[config.mk]
export PLATFORM = sky130hd
export DESIGN_NAME = shift_frame_tx
export DESIGN_NICKNAME = d
export VERILOG_FILES = /design/src/rtl/shift_frame_tx.sv
export SDC_FILE = /design/constraint.sdc
export NUM_CORES = 1
export LEC_CHECK = 0
export BUFFER_PORTS_ARGS = -buffer_cell sky130_fd_sc_hd__clkbuf_2
export CORE_MARGIN = 4
export CORE_UTILIZATION = 25
export DETAILED_ROUTE_END_ITERATION = 7
export PLACE_DENSITY = 0.5
export SETUP_SLACK_MARGIN = 0.05
export SYNTH_ARGS = -nofsm -noshare
export SYNTH_HDL_FRONTEND = slang
export SYNTH_SLANG_ARGS = --single-unit
[constraint.sdc]
create_clock -name clk -period 2.36 [get_ports clk]
set_input_delay 0.472 -clock clk [delete_from_list [all_inputs] [get_ports clk]]
set_output_delay 0.472 -clock clk [all_outputs]
set_load 0.05 [all_outputs]
[src/rtl/shift_frame_tx.sv]
// Start/8-data/stop serializer with a ready/valid word input and selectable shift direction.
// Define SHIFT_FRAME_TX_PARITY_EN to insert an even-parity bit between the data and stop bits.
module shift_frame_tx #(
  parameter int CLKS_PER_BIT = 4
) (
  input  logic       clk,
  input  logic       rst,
  input  logic       in_valid,
  output logic       in_ready,
  input  logic [7:0] in_data,
  input  logic       in_msb_first,
  output logic       ser_out,
  output logic       ser_active,
  output logic       frame_done
);

  typedef enum logic [2:0] {IDLE, START, DATA, PARITY, STOP} state_t;

  localparam logic [7:0] LAST_TICK = 8'(CLKS_PER_BIT - 1);

  state_t     r_state;
  state_t     w_nextState;
  logic [7:0] r_tickCnt;
  logic [2:0] r_bitIdx;
  logic [7:0] r_shift;
  logic       r_msbFirst;
  logic       w_bitEnd;
  logic       w_transfer;
`ifdef SHIFT_FRAME_TX_PARITY_EN
  logic       r_parity;
`endif

  assign w_bitEnd   = (r_tickCnt == LAST_TICK);
  assign w_transfer = in_valid && in_ready;

  always_ff @(posedge clk) begin
    if (rst) begin
      r_state <= IDLE;
    end else begin
      r_state <= w_nextState;
    end
  end

  always_comb begin
    w_nextState = r_state;
    case (r_state)
      IDLE:  if (w_transfer) w_nextState = START;
      START: if (w_bitEnd) w_nextState = DATA;
      DATA: begin
        if (w_bitEnd && (r_bitIdx == 3'd7)) begin
`ifdef SHIFT_FRAME_TX_PARITY_EN
          w_nextState = PARITY;
`else
          w_nextState = STOP;
`endif
        end
      end
`ifdef SHIFT_FRAME_TX_PARITY_EN
      PARITY: if (w_bitEnd) w_nextState = STOP;
`endif
      STOP:  if (w_bitEnd) w_nextState = IDLE;
      default: w_nextState = IDLE;
    endcase
  end

  // The word, direction and parity are captured only at the transfer; the
  // bit-period counter reloads at every bit boundary while a frame is running.
  always_ff @(posedge clk) begin
    if (rst) begin
      r_tickCnt  <= '0;
      r_bitIdx   <= '0;
      r_shift    <= '0;
      r_msbFirst <= 1'b0;
`ifdef SHIFT_FRAME_TX_PARITY_EN
      r_parity   <= 1'b0;
`endif
    end else if (r_state == IDLE) begin
      r_tickCnt <= '0;
      r_bitIdx  <= '0;
      if (w_transfer) begin
        r_shift    <= in_data;
        r_msbFirst <= in_msb_first;
`ifdef SHIFT_FRAME_TX_PARITY_EN
        r_parity   <= ^in_data;
`endif
      end
    end else begin
      r_tickCnt <= w_bitEnd ? 8'd0 : r_tickCnt + 8'd1;
      if ((r_state == DATA) && w_bitEnd) begin
        r_bitIdx <= r_bitIdx + 3'd1;
        r_shift  <= r_msbFirst ? {r_shift[6:0], 1'b0} : {1'b0, r_shift[7:1]};
      end
    end
  end

  always_comb begin
    ser_out    = 1'b1;
    ser_active = 1'b1;
    frame_done = 1'b0;
    in_ready   = 1'b0;
    case (r_state)
      IDLE: begin
        ser_active = 1'b0;
        in_ready   = !rst;
      end
      START: ser_out = 1'b0;
      DATA:  ser_out = r_msbFirst ? r_shift[7] : r_shift[0];
`ifdef SHIFT_FRAME_TX_PARITY_EN
      PARITY: ser_out = r_parity;
`endif
      STOP:  frame_done = w_bitEnd && !rst;
      default: ser_active = 1'b0;
    endcase
  end

endmodule

==> results of run 1 <==
==> what timing repair did <==
item                                    4_1_cts  5_1_grt
gates resized for setup                       4        6
gates cloned                                  0        0
buffers inserted                              0        2
pin swaps                                     0        1
endpoints found under the setup margin        1        2
==> worst max-delay path by stage <==
stage,endpoint,depth (start not counted)
after floorplan,frame_done,4
after global placement,frame_done,5
after detailed placement,frame_done,5
after CTS,frame_done,4
after global routing,frame_done,4
final,frame_done,4
==> flip-flops by register name, summed over array words and instances (netlist names) <==
register    flops
r_bitIdx        3
r_msbFirst      1
r_shift         8
r_state         3
r_tickCnt       8
==> final cells by class <==
type,count,area (um2),area share
clock buffers,4,45.0,0.0301
well taps,67,83.8,0.0560
repair buffers,24,155,0.104
flip-flops and latches,23,462,0.308
multi-input cells,105,744,0.497
inverters,1,7.51,0.00501
==> worst max-delay path, delay by kind of cell (launching register included) <==
kind,cells,cell delay [ns]
flip-flops,1,0.35
buffers and inverters,1,0.19
AND/OR/NAND/NOR,3,0.93
==> synth_stat cells (all sizes together) <==
library cell,count,area [um2]
ha,3,37.5
and3,3,18.8
nor2b,1,6.26
a21oi,11,55.1
o32ai,1,27.5
dfxtp,23,460
mux2i,16,160
nand3,4,20.0
and4,1,8.76
o21a,1,7.51
nor3b,1,7.51
nor2,21,78.8
nand2,4,15.0
nand2b,1,6.26
or4,1,11.3
a221o,1,10.0
or4b,1,10.0
a211oi,3,22.5
or2,1,6.26
nor4,8,50.1
nand4b,2,17.5
clkbuf,10,37.5
xor2,4,35.0
o21ai,1,5.00
xnor2,4,35.0
o2111ai,1,8.76
a2111o,1,11.3
nor3,5,25.0
inv,1,3.75
or3b,2,20.0
or3,2,12.5
==> power groups by stage <==
stage	Combinational, mW	Clock [mW]	Sequential (mW)
after floorplan	0.0790	0	0.413
after global placement	0.102	0	0.422
after detailed placement	0.102	0	0.422
after CTS	0.103	0.260	0.413
after global routing	0.112	0.274	0.416
final	0.102	0.245	0.414
==> logic make-up after synthesis <==
logic type / after synthesis
mux: 16
compound gates: 20
buf+inv: 11
simple gates: 58
fa+ha+maj: 3
flops: 23
xor+xnor: 8
==> per-stage QoR <==
step / utilization / total power, mW / instance area, um2 / hold slack (ns)
6_report: 0.315 / 0.761 / 1500 / 0.428
5_1_grt: 0.315 / 0.803 / 1500 / 0.443
4_1_cts: 0.308 / 0.776 / 1460 / 0.446
3_5_place_dp: 0.296 / 0.525 / 1410 / 0.449
3_3_place_gp: 0.296 / 0.524 / 1410 / 0.432
2_1_floorplan: - / 0.492 / 1230 / 0.418
==> routing by layer <==
metal  share of wire  track usage
met1            0.48        0.118
met4           0.011       0.0262
met5               0            0
met3           0.036       0.0264
met2            0.47        0.162
==> results.yml, run 1 <==
status:
  outcome: "finished clean"
timing:
  finClkSkew_ns: 0.00102
  fmax_mhz: 453
  setup_viol: 0
  layout_setup_ws_ns: 0.150
  rsz0062_at_grt: "no"
  setup_tns_ns: 0
  finalMaxSlewViolations: 0
  post-route-period-util: 0.936
  hold_violations: 0
  worst_pin_slew_ns: 0.673
  finalCriticalPeriod_ns: 2.21
  slew_headroom: 0.548
critical_path:
  crit_path_start: "r_tickCnt[5]"
  critPathMaxStageDelay_ns: 0.57
  startpoint_type: "flop"
  endpoint_kind: "output pin"
  worst-path-max-fanout: 5
  crit_chain: "or4_4 > nor2_4 > and4_1 > clkbuf_8"
  cp_slowest_cell: "or4_4"
  r2r_end: "r_shift[3]"
  reg2regPathDepth: 4
  reg2reg_slack_ns: 0.44
  arrival_ns: 1.74
  required_ns: 1.89
  reg2reg_from: "r_tickCnt[5]"
  criticalPathCategory: "reg2out"
yosys:
  syn_inst: 139
  syn-num-nets: 154
  synth_mux_area_frac: 0.130
  synth_area_um2: 1230
  synth.distinct_cells: 32
  synth_seq_cells: 23
  synth_xor_area_frac: 0.0569
  yosysWarnings: 0
  synth_top_family_by_area: "simple AND/OR/NAND/NOR gates"
  synth-adder-area-share: 0.0305
  avgSynthCellArea_um2: 8.86
  synthSimpleGateAreaFrac: 0.255
  synth_compound_area_frac: 0.120
  synth_seq_area_share: 0.374
cts:
  clk_path_buf_depth: 2
  path_clk_slew_ns: 0.08
  cts.htree.levels: 1
  clkLatencyLatePin_ns: 0.26
  numCtsBuffers: 3
  clockRootBuffer: "clkbuf_8"
  cts_sinks: 23
  cts_tree: "done"
  holdBufCountCts: 0
pwr:
  clockPowerShare: 0.322
  powerDensity_nw_per_um2: 508
  p_seq_frac: 0.544
  leakagePower_nw: 0.568
  p_comb_frac: 0.134
  ir_worst_vdd_mv: 0.308
  power.internal_mw: 0.564
  switching_share: 0.258
  p_switching_mw: 0.197
place:
  dp.cells: 218
  dpl_worst_slack_ns: 0.194
  place.gp.congestion: 0.813
  hpwl_um: 2120
  io_buffers: 15
routing:
  ant_nets: 0
  num_vias: 1043
  wl_per_cell_um: 12.3
  dr.pass1.iters: 4
  vias_per_cell: 4.66
  drc: 0
  wl_um: 2770
  drtIter0Drc: 45
global_routing:
  grt_pass1_wl_um: 4720
  grt_use_total: 0.0954
  grt_pass1_vias: 1021
  grt_max_degree: 15
  antenna_found_initial: 0
  grt-ovfl-total: 0
cells_and_area:
  finalNonFillerCells: 224
  finalNetCount: 173
  syn_to_final_growth_pct: 21.6
  fillers: 531
  antennaDiodeCount: 0
  mostFrequentLayoutCells: "22 x dfxtp_1, 20 x nor2_1, 16 x mux2i_1"
  final_common_cell: "dfxtp_1"
  drive_gt1_frac: 0.229
min_path:
  worst_hold_path.num_cells: 1
  hold_class: "reg2reg"
  hold_path_end: "r_tickCnt[0]"
  hold_start: "r_tickCnt[0]"
floorplanning:
  fp.coreArea_um2: 4750
  die_h_um: 78.2
  initial_core_util: 0.259
  die_w_um: 78.2
  die_area_um2: 6110
  rows: 25
  io_pins: 16
run:
  drv_cap: 0
Power figures use the tool's default switching activity.
==> run 2, diff against run 1 <==
CORE_UTILIZATION = 30   (was 25)
PLACE_DENSITY = 0.56   (was 0.5)
==> run 2 against run 1 <==
  * Clock power hardly changed
  * Highest routed layer unchanged
  * Fmax is 0.71% lower
  * Register-to-register slack worse by 0.02 ns
==> results.yml, run 2 (synthesis gave the netlist of run 1 again) <==
status:
  outcome: "finished clean"
routing:
  vias_per_cell: 5.27
  wl_um: 2790
  dr.pass1.iters: 4
  ant_nets: 0
  wl_per_cell_um: 13.6
  drc: 0
  drtIter0Drc: 24
  num_vias: 1080
critical_path:
  crit_chain: "or4_4 > nor2_2 > and4_1 > clkbuf_8"
  endpoint_kind: "output pin"
  worst-path-max-fanout: 5
  required_ns: 1.89
  arrival_ns: 1.75
  startpoint_type: "flop"
  reg2reg_slack_ns: 0.42
  criticalPathCategory: "reg2out"
  cp_slowest_cell: "or4_4"
  critPathMaxStageDelay_ns: 0.58
timing:
  setup_tns_ns: 0
  slew_headroom: 0.598
  finalCriticalPeriod_ns: 2.23
  post-route-period-util: 0.943
  worst_pin_slew_ns: 0.599
  layout_setup_ws_ns: 0.134
  finClkSkew_ns: 0.00308
  setup_viol: 0
  fmax_mhz: 449
  fin_hold_ws_ns: 0.447
  rsz0062_at_grt: "no"
  hold_violations: 0
  finalMaxSlewViolations: 0
pwr:
  switching_share: 0.264
  p_comb_frac: 0.134
  p_switching_mw: 0.201
  ir_worst_vdd_mv: 0.324
  powerDensity_nw_per_um2: 528
  clockPowerShare: 0.324
  p_seq_frac: 0.542
  power.internal_mw: 0.561
  leakagePower_nw: 0.560
cells_and_area:
  finalNetCount: 171
  fin_area_um2: 1440
  mostFrequentLayoutCells: "23 x dfxtp_1, 20 x nor2_1, 16 x mux2i_1"
  reg.largest.list: "r_shift: 8 flops, r_tickCnt: 8 flops"
  syn_to_final_growth_pct: 17.3
  drive_gt1_frac: 0.206
  final_common_cell: "dfxtp_1"
  antennaDiodeCount: 0
  fin_util: 0.364
place:
  dpl_worst_slack_ns: 0.221
  hpwl_um: 2140
  placed_area_um2: 1380
  place.gp.congestion: 0.809
  io_buffers: 15
cts:
  numCtsBuffers: 3
  clkLatencyLatePin_ns: 0.27
  clk_path_buf_depth: 2
  cts_setup_buffers: 0
  clockRootBuffer: "clkbuf_8"
  ctsResizeCount: 4
  cts_sinks: 23
  holdBufCountCts: 0
  cts_tree: "done"
  cts.htree.levels: 1
  path_clk_slew_ns: 0.08
floorplanning:
  io_pins: 16
  die_w_um: 72.1
  fp.coreArea_um2: 3970
  die_h_um: 72.1
  die_area_um2: 5190
  initial_core_util: 0.310
  rows: 23
global_routing:
  antenna_found_initial: 0
  grt-ovfl-total: 0
  grt_pass1_vias: 1090
  grt_use_total: 0.114
  grt_max_degree: 14
  grt_pass1_wl_um: 4720
run:
  drv_cap: 0
min_path:
  hold_class: "in2reg"
## run 2: layout make-up
class,instances,area (um2)
Clock buffer,3,41.3
Clock inverter,1,5.00
Fill cell,422,2530
Inverter,1,3.75
Multi-Input combinational cell,105,734
Sequential cell,23,460
Tap cell,50,62.6
Timing Repair Buffer,22,136
## run 2: power groups by stage
stage	logic (mW)	clock network (mW)	registers, mW
after floorplan	0.0790	0	0.413
after CTS	0.104	0.259	0.413
final	0.102	0.247	0.413
after global placement	0.101	0	0.421
after detailed placement	0.103	0	0.422
after global routing	0.114	0.276	0.415
## run 2: worst paths after layout
kind | start | end | cells past startpoint
hold / removal | in_msb_first | r_msbFirst | 3
setup reg to reg | r_tickCnt[4] | r_shift[1] | 4
hold reg to reg | r_tickCnt[0] | r_tickCnt[0] | 1
setup / recovery | r_tickCnt[4] | frame_done | 4
## run 2: through the flow
stage                     power [mW]  instances
after floorplan                0.492        139
after global placement         0.522        201
after detailed placement       0.525        201
after CTS                      0.775        205
after global routing           0.805        205
final                          0.762        205
## run 2: metal layers
layer  up-vias  routed length (um)  GRT usage
li1        535                   -          -
met1       521                1260      0.131
met3         6                  85     0.0291
met5         -                   0          0
met4         0                  44     0.0376
met2        18                1400      0.204
## run 2: worst max-delay path: cells and delay by family, from the launching register on
family,cells,cell delay (ns)
and+or+nand+nor,3,0.95
buffers and inverters,1,0.18
DFF,1,0.36
==> run 3, diff against run 2 <==
--- a/constraint.sdc
+++ b/constraint.sdc
@@ -3,2 +3,2 @@
 set_output_delay 0.472 -clock clk [all_outputs]
-set_load 0.05 [all_outputs]
+set_load 0.1 [all_outputs]
==> run 3 against run 2 <==
  * Combinational power is 21% higher
  * Sequential power about the same
  * Design area up 2.9%
  * Fmax shrank 1.3%
  * Largest cell class unchanged
==> results.yml, run 3 (synthesis gave the netlist of run 1 again) <==
status:
  outcome: "finished clean"
routing:
  wl_per_cell_um: 13.5
  drc: 0
  wl_um: 2760
  num_vias: 1057
  ant_nets: 0
  drtIter0Drc: 59
  vias_per_cell: 5.18
  dr.pass1.iters: 4
pwr:
  leakagePower_nw: 0.557
  powerDensity_nw_per_um2: 526
  ir_worst_vdd_mv: 0.280
timing:
  setup_viol: 0
  rsz0062_at_grt: "no"
  finalMaxSlewViolations: 0
  post-route-period-util: 0.956
  setup_tns_ns: 0
  worst_pin_slew_ns: 0.571
  finalCriticalPeriod_ns: 2.26
  layout_setup_ws_ns: 0.104
  fin_hold_ws_ns: 0.441
  finClkSkew_ns: 0.00442
  hold_violations: 0
  slew_headroom: 0.619
  fmax_mhz: 443
cells_and_area:
  drive_gt1_frac: 0.240
  finalNetCount: 170
  syn_to_final_growth_pct: 20.6
  reg.largest.list: "r_shift: 8 flops, r_tickCnt: 8 flops"
  fin_util: 0.374
  antennaDiodeCount: 0
  fin_area_um2: 1490
  mostFrequentLayoutCells: "19 x nor2_1, 19 x dfxtp_1, 16 x mux2i_1"
  fillers: 411
floorplanning:
  fp.coreArea_um2: 3970
  die_area_um2: 5190
  die_w_um: 72.1
  rows: 23
  initial_core_util: 0.310
  die_h_um: 72.1
  io_pins: 16
place:
  hpwl_um: 2130
  dpl_worst_slack_ns: 0.139
  io_buffers: 15
  placed_area_um2: 1410
  place.gp.congestion: 0.791
critical_path:
  crit_chain: "or4_4 > nor2_4 > and4_2 > buf_12"
  arrival_ns: 1.78
  reg2reg_slack_ns: 0.45
  critPathBufInv: 1
  cp.depth: 4
  worst-path-max-fanout: 3
  reg2reg_from: "r_state[0]"
  required_ns: 1.89
  reg2regPathDepth: 5
  cp_slowest_cell: "or4_4"
  r2r_end: "r_shift[5]"
  startpoint_type: "flop"
  endpoint_kind: "output pin"
  critPathMaxStageDelay_ns: 0.59
  critical-path-top-delay-family: "simple AND/OR/NAND/NOR gates"
  criticalPathCategory: "reg2out"
cts:
  holdBufCountCts: 0
  numCtsBuffers: 3
  clockRootBuffer: "clkbuf_8"
  cts.htree.levels: 1
  cts_setup_buffers: 0
  cts_tree: "done"
  clk_path_buf_depth: 2
  clkLatencyLatePin_ns: 0.26
  path_clk_slew_ns: 0.08
  cts_sinks: 23
global_routing:
  grt-ovfl-total: 0
  grt_max_degree: 19
  grt_use_total: 0.118
  grt_pass1_wl_um: 4860
  antenna_found_initial: 0
  grt_pass1_vias: 1083
run:
  drv_cap: 0
min_path:
  hold_path_end: "r_msbFirst"
  worst_hold_path.num_cells: 3
  hold_start: "in_msb_first"
  hold_class: "in2reg"
-- run 3: final cells by class --
cell class	instances	area (um2)	share of cell area
inverter	1	3.75	0.00253
clock buffer	4	45.0	0.0303
multi-input combinational	105	756	0.509
sequential	23	465	0.313
tap	50	62.6	0.0421
timing repair buffer	21	153	0.103
-- run 3: how the worst max path moves through the flow --
stage,startpoint,endpoint
detailed placement,r_tickCnt[0],frame_done
global placement,r_tickCnt[0],frame_done
global route,r_tickCnt[7],frame_done
finish,r_tickCnt[7],frame_done
floorplan,r_tickCnt[0],frame_done
CTS,r_tickCnt[0],frame_done
-- run 3: worst register-to-register path, cell delays in order, from the launching register on --
cell and delay, ns:
dfxtp_1 0.49, or4b_1 0.68, o32ai_4 0.14, buf_4 0.23, mux2i_1 0.21, nor2_1 0.05
-- run 3: metrics by stage --
step	power, mW	cells
CTS	0.792	204
global route	0.824	204
finish	0.781	204
floorplan	0.507	139
detailed placement	0.546	200
global placement	0.543	200
-- run 3: power breakdown --
group          switching [mW]  total (mW)  leakage (nW)  internal [mW]
Clock                   0.123       0.244        0.0228          0.121
Sequential             0.0146       0.414         0.189          0.399
Combinational          0.0729       0.123         0.346         0.0505
-- run 3: timing repair --
item                       in CTS  in global routing
setup endpoints to repair       1                  2
gates cloned                    0                  0
resized for setup               4                  5
pin swaps                       1                  1
-- run 3: routing by layer --
metal	GRT usage	vias up	share of wire
li1	-	534	-
met1	0.133	494	0.43
met2	0.207	23	0.51
met3	0.0443	6	0.048
met4	0.0292	0	0.014
met5	0	-	0
